===== src/rtl/bin_to_bcd_seq.sv =====
// Sequential binary-to-BCD converter (shift-and-add-3, one bit per clock).
// Handshake: a conversion is accepted on any rising edge where start=1 while
// the block is idle (busy=0 and the FSM in IDLE); start is ignored otherwise.
// done is a one-cycle pulse coinciding with the update of the digit outputs.
// The digits and overflow are held between conversions, so the display
// multiplexer never sees partial results.
module bin_to_bcd_seq #(
  parameter int BIN_WIDTH = 14
) (
  input  logic                 clk,
  input  logic                 rst,
  input  logic                 start,
  input  logic [BIN_WIDTH-1:0] bin,
  output logic                 busy,
  output logic                 done,
  output logic                 overflow,
  output logic [3:0]           ones,
  output logic [3:0]           tens,
  output logic [3:0]           hundreds,
  output logic [3:0]           thousands
);

  localparam int CW = $clog2(BIN_WIDTH + 1);

  typedef enum logic [1:0] {
    IDLE  = 2'd0,
    SHIFT = 2'd1,
    DONE  = 2'd2
  } state_t;

  // state is kept as a named signal so checkers can bind to it directly
  state_t               state;
  state_t               state_next;
  logic [BIN_WIDTH-1:0] shift_reg;
  logic [15:0]          scratch;
  logic [15:0]          scratch_adj;
  logic [CW-1:0]        cnt;
  logic                 ovf_flag;

  // FSM state register
  always_ff @(posedge clk or posedge rst) begin
    if (rst) state <= IDLE;
    else     state <= state_next;
  end

  // FSM next-state logic
  always_comb begin
    state_next = state;
    case (state)
      IDLE:    if (start) state_next = SHIFT;
      SHIFT:   if (cnt == CW'(1)) state_next = DONE;
      DONE:    state_next = IDLE;
      default: state_next = IDLE;
    endcase
  end

  // add-3 correction of every scratch nibble that is 5 or more, before the shift
  always_comb begin
    scratch_adj = scratch;
    for (int i = 0; i < 4; i++) begin
      if (scratch[4*i +: 4] >= 4'd5) scratch_adj[4*i +: 4] = scratch[4*i +: 4] + 4'd3;
    end
  end

  // datapath: capture, shift, and publish the result on the DONE edge
  always_ff @(posedge clk or posedge rst) begin
    if (rst) begin
      shift_reg <= '0;
      scratch   <= '0;
      cnt       <= '0;
      ovf_flag  <= 1'b0;
      busy      <= 1'b0;
      done      <= 1'b0;
      overflow  <= 1'b0;
      ones      <= 4'd0;
      tens      <= 4'd0;
      hundreds  <= 4'd0;
      thousands <= 4'd0;
    end else begin
      done <= 1'b0;
      case (state)
        IDLE: begin
          if (start) begin
            shift_reg <= bin;
            scratch   <= '0;
            cnt       <= CW'(BIN_WIDTH);
            ovf_flag  <= ({{(32-BIN_WIDTH){1'b0}}, bin} > 32'd9999);
            busy      <= 1'b1;
          end
        end
        SHIFT: begin
          scratch   <= {scratch_adj[14:0], shift_reg[BIN_WIDTH-1]};
          shift_reg <= {shift_reg[BIN_WIDTH-2:0], 1'b0};
          cnt       <= cnt - CW'(1);
          // a bit falling off the top of the scratch only happens above 9999;
          // folding it in keeps saturation correct even if the compare missed it
          ovf_flag  <= ovf_flag | scratch_adj[15];
        end
        DONE: begin
          if (ovf_flag) begin
            thousands <= 4'd9;
            hundreds  <= 4'd9;
            tens      <= 4'd9;
            ones      <= 4'd9;
            overflow  <= 1'b1;
          end else begin
            thousands <= scratch[15:12];
            hundreds  <= scratch[11:8];
            tens      <= scratch[7:4];
            ones      <= scratch[3:0];
            overflow  <= 1'b0;
          end
          done <= 1'b1;
          busy <= 1'b0;
        end
        default: begin
          busy <= 1'b0;
        end
      endcase
    end
  end

endmodule


===== config.mk =====
export PLATFORM = sky130hd
export DESIGN_NAME = bin_to_bcd_seq
export DESIGN_NICKNAME = d
export VERILOG_FILES = /design/src/rtl/bin_to_bcd_seq.sv
export SDC_FILE = /design/constraint.sdc
export NUM_CORES = 1
export LEC_CHECK = 0
export BUFFER_PORTS_ARGS = -buffer_cell sky130_fd_sc_hd__buf_2
export CAP_MARGIN = 25
export CORE_UTILIZATION = 60
export CTS_CLUSTER_DIAMETER = 60
export DETAILED_ROUTE_END_ITERATION = 10
export PLACE_DENSITY = 0.83
export SYNTH_ARGS = -nofsm -noshare
export SYNTH_HDL_FRONTEND = slang
export SYNTH_SLANG_ARGS = --single-unit

===== constraint.sdc =====
create_clock -name clk -period 2.74 [get_ports clk]
set_clock_uncertainty 0.05 [all_clocks]
set_input_delay 0.274 -clock clk [delete_from_list [all_inputs] [get_ports clk]]
set_output_delay 0.274 -clock clk [all_outputs]
set_load 0.02 [all_outputs]

==> flow_summary_export.csv, run 1 <==
group,metric,value,unit
worst_setup_path,cpMaxStageDelayCell,"o21bai_2",
yosys,syn_inst,261,
cells_and_area,drive_gt1_share,18.2,%
clock_network,path_clk_slew,0.09,ns
power_and_ir_drop,power.leakage,1.41,nW
grt,overflow,0,
cells_and_area,area_delta_synth_final,10.6,%
floorplanning,dieArea,4710,µm²
sta,drv_slew,0,
status,status,"finished, final reports clean",
sta,worst_pin_slew,0.845,ns
sta,fin_crit_sh,69.6,%
min_path,hp-class,"input port to flip-flop",
floorplanning,core_area,4120,µm²
sta,grt_setup_unrepaired,"no",
grt,track_usage,23.6,%
power_and_ir_drop,power,3.13,mW
worst_setup_path,critical_path_peak_fanout,20,
worst_setup_path,path_buf_inv,0,
cells_and_area,fin_area,2940,µm²
power_and_ir_drop,powerDensity,1060,nW/µm²
place,gp_congestion,0.778,
floorplanning,start_util,64.7,%
worst_setup_path,cp.arrival,2.04,ns
cells_and_area,ff_latch_area,1400,µm²
yosys,synth_edf_count,0,
yosys,synth_top_area_cell,"dfrtp_1",
place,place_area,2830,µm²
yosys,yosysWarnings,0,
floorplanning,die_w,68.6,µm
grt,grt_pass1_vias,1792,
detailed_routing,vias_per_cell,5.75,
worst_setup_path,critPathTopFamily,"compound AO/OA/AOI/OAI gates",
sta,setup_viol,0,
power_and_ir_drop,ir_worst_vdd,0.000572,V
worst_setup_path,critPathCaptureType,"flip-flop",
detailed_routing,ant_nets,0,
yosys,synth_fp_nets,288,
detailed_routing,num_vias,1965,
floorplanning,pin_count,36,
grt,grt_start_max_net_pins,57,
sta,max_freq,0.525,GHz
worst_setup_path,r2r-start,"state[0]",
detailed_routing,routed_wl,4.84,mm
grt,antenna_found_initial,0,
yosys,avgSynthCellArea,10.2,µm²
clock_network,post_cts.repair.setup_buffers,0,
worst_setup_path,slowest_delay,0.77,ns
job,cap_violations,0,
worst_setup_path,cp.required,2.87,ns
worst_setup_path,worstPathCellList,"o21bai_2 -> nor2_2 -> o311ai_0 -> nand3_1",
floorplanning,dieHeight,68.6,µm
yosys,synth_cell_type_count,37,
worst_setup_path,ff2ff_path_depth,4,
grt,grt_pass1_wl,8.00,mm
clock_network,cts.sinks,56,
yosys,yosysTopAreaCellShare,52.6,%
detailed_routing,drtIter0Drc,128,
cells_and_area,layout.nets,318,
worst_setup_path,r2r_end,"ovf_flag",
yosys,async_reset_ff_share,100,%
clock_network,cts_tree,"done",
sta,holdWs,0.139,ns
yosys,netlist_area,2660,µm²
worst_setup_path,rrSetupSlack,0.83,ns
clock_network,numCtsBuffers,5,
yosys,synth-seq-area-share,52.6,%
yosys,ys_seq_elements,56,
cells_and_area,multi_input_area,1100,µm²
clock_network,cts_max_level,2,
detailed_routing,drtPass1Iterations,4,
detailed_routing,drc,0,
sta,tns,0,ns
min_path,min_from,"bin[0]",
detailed_routing,wire_per_inst,14.2,µm
min_path,hold_path_end,"shift_reg[0]",
cells_and_area,fillers,302,
sta,finalHoldViolCount,0,
worst_setup_path,cp-start-kind,"flip-flop",
clock_network,cts_resized,0,
min_path,min_path_cells,2,
sta,layout_min_cycle_time,1.91,ns
clock_network,cts.root.buffer_cell,"clkbuf_8",
sta,slew_headroom,43.6,%
yosys,synth.area.top_cells,"dfrtp_1 53%, o21ai_0 5.5%, nand2_1 4.8%",
floorplanning,fp-row-count,23,
place,dp_hpwl,3.31,mm
cells_and_area,antenna_cells,0,
cells_and_area,largest_register_ffs,16,
place,portBuffers,35,
clock_network,clk_latency,0.31,ns
cells_and_area,fin_util,71.5,%
worst_setup_path,critPathKind,"flip-flop to flip-flop",
yosys,ys.flop_type,"dfrtp_1",
clock_network,clockBufferDepth,2,
[synthesized netlist by cell type (3+ instances only)]
| cell | n |
|---|---|
| a22oi_1 | 11 |
| o31ai_1 | 7 |
| buf_4 | 6 |
| nor3b_1 | 4 |
| dfrtp_1 | 56 |
| nand2b_1 | 10 |
| a21oi_1 | 9 |
| o21ai_0 | 29 |
| xnor2_1 | 4 |
| nand2_1 | 34 |
| buf_2 | 6 |
| inv_1 | 12 |
| o21ai_1 | 4 |
| buf_6 | 3 |
| ha_1 | 10 |
| a22o_1 | 5 |
| o22ai_1 | 6 |
| nor2_1 | 14 |
| mux2i_1 | 4 |
| a32o_1 | 4 |
[logic make-up (layout without fill, tap and decap cells)]
family	after synthesis	in the layout	synth area share, %
flops	56	56	52.6
compound gates	81	81	19.5
mux	5	5	1.93
fa+ha+maj	10	10	4.70
buf+inv	29	60	6.06
simple gates	75	75	13.5
xor+xnor	5	5	1.64
[routing by layer]
| layer | GRT usage, % | share of wire, % | vias to the layer above |
|---|---|---|---|
| met5 | 0 | 0 | - |
| met2 | 38.2 | 48 | 34 |
| met4 | 9.90 | 2.3 | 0 |
| met1 | 30.4 | 47 | 949 |
| li1 | - | - | 971 |
| met3 | 5.43 | 2.8 | 11 |
[how the worst max path moves through the flow]
stage	start	to	slack, ns	cells after the start
after floorplan	rst	busy	1.04	1
after global placement	state[0]	cnt[3]	0.92	4
after detailed placement	state[0]	cnt[3]	0.87	4
after CTS	state[0]	cnt[3]	0.85	4
after global routing	state[0]	cnt[3]	0.68	4
final	state[0]	ovf_flag	0.83	4
[stage by stage]
stage / worst slack, ns / cells
after floorplan: 1.04 / 261
after global placement: 0.916 / 333
after detailed placement: 0.865 / 333
after CTS: 0.848 / 342
after global routing: 0.679 / 342
final: 0.834 / 342
[layout by cell type, fill, tap and decap left out, drive strengths merged, types with 4 or more instances in the layout]
cell / instances
a21oi: 9
o22ai: 6
a22o: 5
dfrtp: 56
nand2b: 10
o21ai: 33
a32o: 4
nand2: 34
nor3b: 4
inv: 12
a22oi: 11
clkbuf: 6
xnor2: 4
buf: 39
mux2i: 4
nor2: 16
o31ai: 8
ha: 10
[cell type report]
class | count | share of cell area (%)
Multi-Input combinational cell | 176 | 37.4
Clock buffer | 6 | 2.46
Inverter | 12 | 1.53
Timing Repair Buffer | 40 | 7.73
Tap cell | 50 | 2.12
Clock inverter | 2 | 1.19
Sequential cell | 56 | 47.6
[what timing repair did]
item,CTS,global route
endpoints found under the setup margin,0,0
hold buffers,1,0
endpoints found under the hold margin,56,0
[where the power goes]
group          switching [mW]  internal (mW)  total [mW]
Clock                   0.247          0.271       0.519
Combinational           0.660          0.545        1.20
Sequential              0.275           1.13        1.41
Note: power is estimated with default switching activity, not from simulation.
==> run 2: changes to the inputs <==
--- a/config.mk
+++ b/config.mk
@@ -7,10 +7,10 @@
 export LEC_CHECK = 0
 export BUFFER_PORTS_ARGS = -buffer_cell sky130_fd_sc_hd__buf_2
 export CAP_MARGIN = 25
-export CORE_UTILIZATION = 60
+export CORE_UTILIZATION = 51
 export CTS_CLUSTER_DIAMETER = 60
 export DETAILED_ROUTE_END_ITERATION = 10
-export PLACE_DENSITY = 0.83
+export PLACE_DENSITY = 0.75
 export SYNTH_ARGS = -nofsm -noshare
 export SYNTH_HDL_FRONTEND = slang
 export SYNTH_SLANG_ARGS = --single-unit
==> constraint.sdc (replaced) <==
create_clock -name clk -period 1.7 [get_ports clk]
set_clock_uncertainty 0.05 [all_clocks]
set_input_delay 0.17 -clock clk [delete_from_list [all_inputs] [get_ports clk]]
set_output_delay 0.17 -clock clk [all_outputs]
set_load 0.02 [all_outputs]
==> run 2 against run 1 <==
Net effect:
- worst hold slack worse by 0.12 ns
- via count increased by 1.3%
- clock-buffer cell count did not move
- sequential share of layout area is 1.6 points lower
- largest power group unchanged
- highest routed layer unchanged
==> flow_summary_export.csv, run 2 (synthesis gave the netlist of run 1 again) <==
group,metric,value,unit
cells_and_area,fillers,422,
place,place_area,2920,µm²
power_and_ir_drop,power_switching,1.95,mW
clock_network,cts_max_level,2,
worst_setup_path,critical_path_peak_fanout,4,
floorplanning,start_util,54.6,%
power_and_ir_drop,power.leakage,1.46,nW
cells_and_area,fin_util,62.4,%
clock_network,cts.sinks,56,
detailed_routing,num_vias,1990,
sta,finalHoldViolCount,0,
sta,max_freq,0.628,GHz
detailed_routing,drtIter0Drc,149,
grt,busiest_layer,"met2",
place,dp.cells,360,
cells_and_area,area_delta_synth_final,14.3,%
worst_setup_path,critPathTopFamily,"compound AO/OA/AOI/OAI gates",
worst_setup_path,cp-start-kind,"flip-flop",
worst_setup_path,cp.required,1.85,ns
grt,grt.met2_usage,36.6,%
detailed_routing,vias_per_cell,5.39,
grt,grt_start_max_net_pins,42,
worst_setup_path,path_buf_inv,1,
power_and_ir_drop,combPwrFrac,39.6,%
floorplanning,fp-row-count,25,
worst_setup_path,critPathCaptureType,"flip-flop",
floorplanning,core_area,4880,µm²
cells_and_area,stdcell_count,369,
floorplanning,dieArea,5510,µm²
worst_setup_path,worstPathCellList,"inv_1 -> ha_1 -> nand2b_1 -> a21oi_1 -> mux2i_1 -> a22o_1",
place,portBuffers,35,
sta,slew_headroom,63.9,%
status,status,"finished, final reports clean",
cells_and_area,final_cell_mix,"56 x dfrtp_1, 35 x buf_2, 34 x nand2_1, 29 x o21ai_0, 14 x nor2_1",
power_and_ir_drop,p_int,3.20,mW
grt,grt_util_met1,26.4,%
worst_setup_path,cpMaxStageDelayCell,"dfrtp_1",
place,dp_hpwl,3.65,mm
worst_setup_path,cp.arrival,1.74,ns
clock_network,post_cts.repair.setup_buffers,0,
cells_and_area,largest_register_ffs,16,
cells_and_area,final_common_cell,"dfrtp_1",
cells_and_area,layout.nets,328,
cells_and_area,antenna_cells,0,
sta,grt_setup_unrepaired,"no",
min_path,hp-class,"input port to flip-flop",
detailed_routing,ant_nets,0,
cells_and_area,fin_area,3040,µm²
sta,worst_pin_slew,0.542,ns
grt,met3_usage,4.61,%
floorplanning,dieHeight,74.3,µm
power_and_ir_drop,ir_worst_vdd,0.000834,V
clock_network,path_clk_slew,0.10,ns
sta,layout_min_cycle_time,1.59,ns
sta,setup_viol,0,
grt,overflow,0,
sta,tns,0,ns
floorplanning,pin_count,36,
grt,antenna_found_initial,0,
power_and_ir_drop,clock_power_share,16.6,%
power_and_ir_drop,swShare,37.8,%
power_and_ir_drop,pwr-share-seq,43.8,%
sta,fin_crit_sh,93.6,%
clock_network,clk_latency,0.31,ns
sta,drv_slew,0,
place,place_ws,0.103,ns
clock_network,cts_tree,"done",
grt,grt_pass1_vias,1950,
detailed_routing,routed_wl,5.10,mm
worst_setup_path,critPathKind,"flip-flop to flip-flop",
detailed_routing,drtPass1Iterations,4,
detailed_routing,drc,0,
grt,grt_pass1_wl,8.81,mm
place,gp_congestion,0.827,
floorplanning,die_w,74.3,µm
sta,layout_setup_ws,0.108,ns
power_and_ir_drop,powerDensity,1690,nW/µm²
worst_setup_path,slowest_delay,0.42,ns
detailed_routing,wire_per_inst,13.8,µm
clock_network,numCtsBuffers,5,
job,cap_violations,0,
grt,track_usage,21.2,%
clock_network,clockBufferDepth,2,
cells_and_area,drive_gt1_share,21.2,%
clock_network,cts.root.buffer_cell,"clkbuf_8",
[run 2: changes by cell type in the layout (fill, tap and decap cells not counted)]
cell     change
a21oi_2      +1
a21oi_1      -1
buf_4       +10
[run 2: cell type report]
class / count / area (µm²) / area share, %
Inverter: 12 / 45.0 / 1.48
Tap cell: 67 / 83.8 / 2.75
Clock buffer: 6 / 72.6 / 2.38
Sequential cell: 56 / 1400 / 46.0
Clock inverter: 2 / 35.0 / 1.15
Timing Repair Buffer: 50 / 303 / 9.95
Multi-Input combinational cell: 176 / 1100 / 36.3
[run 2: power by group through the flow]
stage / logic [mW] / clock network [mW] / registers, mW
final: 2.04 / 0.856 / 2.26
after global routing: 2.32 / 0.917 / 2.33
after CTS: 2.05 / 0.889 / 2.26
after detailed placement: 2.04 / 0 / 2.28
after global placement: 1.97 / 0 / 2.25
after floorplan: 1.50 / 0 / 2.28
[run 2: worst paths after layout]
path,start,end,slack [ns],cells past startpoint
worst max register to register,scratch[4],scratch[6],0.11,6
worst max-delay path,scratch[4],scratch[6],0.11,6
max in group asynchronous,rst,cnt[0],0.75,4
min in group asynchronous,rst,tens[0],0.32,3
worst min-delay path,bin[0],shift_reg[0],0.02,2
worst min register to register,tens[3],tens[3],0.43,2
[run 2: layer usage]
metal  up-vias  part of all wire, %
met2        51                   46
li1        989                    -
met5         -                    0
met3        10                  3.6
met4         0                  1.6
met1       940                   48
[run 2: stage by stage]
stage | hold WS [ns] | total power [mW]
3_3_place_gp | 0.112 | 4.22
3_5_place_dp | 0.112 | 4.32
4_1_cts | 0.00691 | 5.19
5_1_grt | 0.0125 | 5.57
6_report | 0.0203 | 5.15
2_1_floorplan | 0.253 | 3.78
[run 2: what timing repair did]
action | 4_1_cts | 5_1_grt
hold buffers | 1 | 0
endpoints found under the hold margin | 15 | 0
endpoints found under the setup margin | 0 | 2
gates resized for setup | 0 | 1
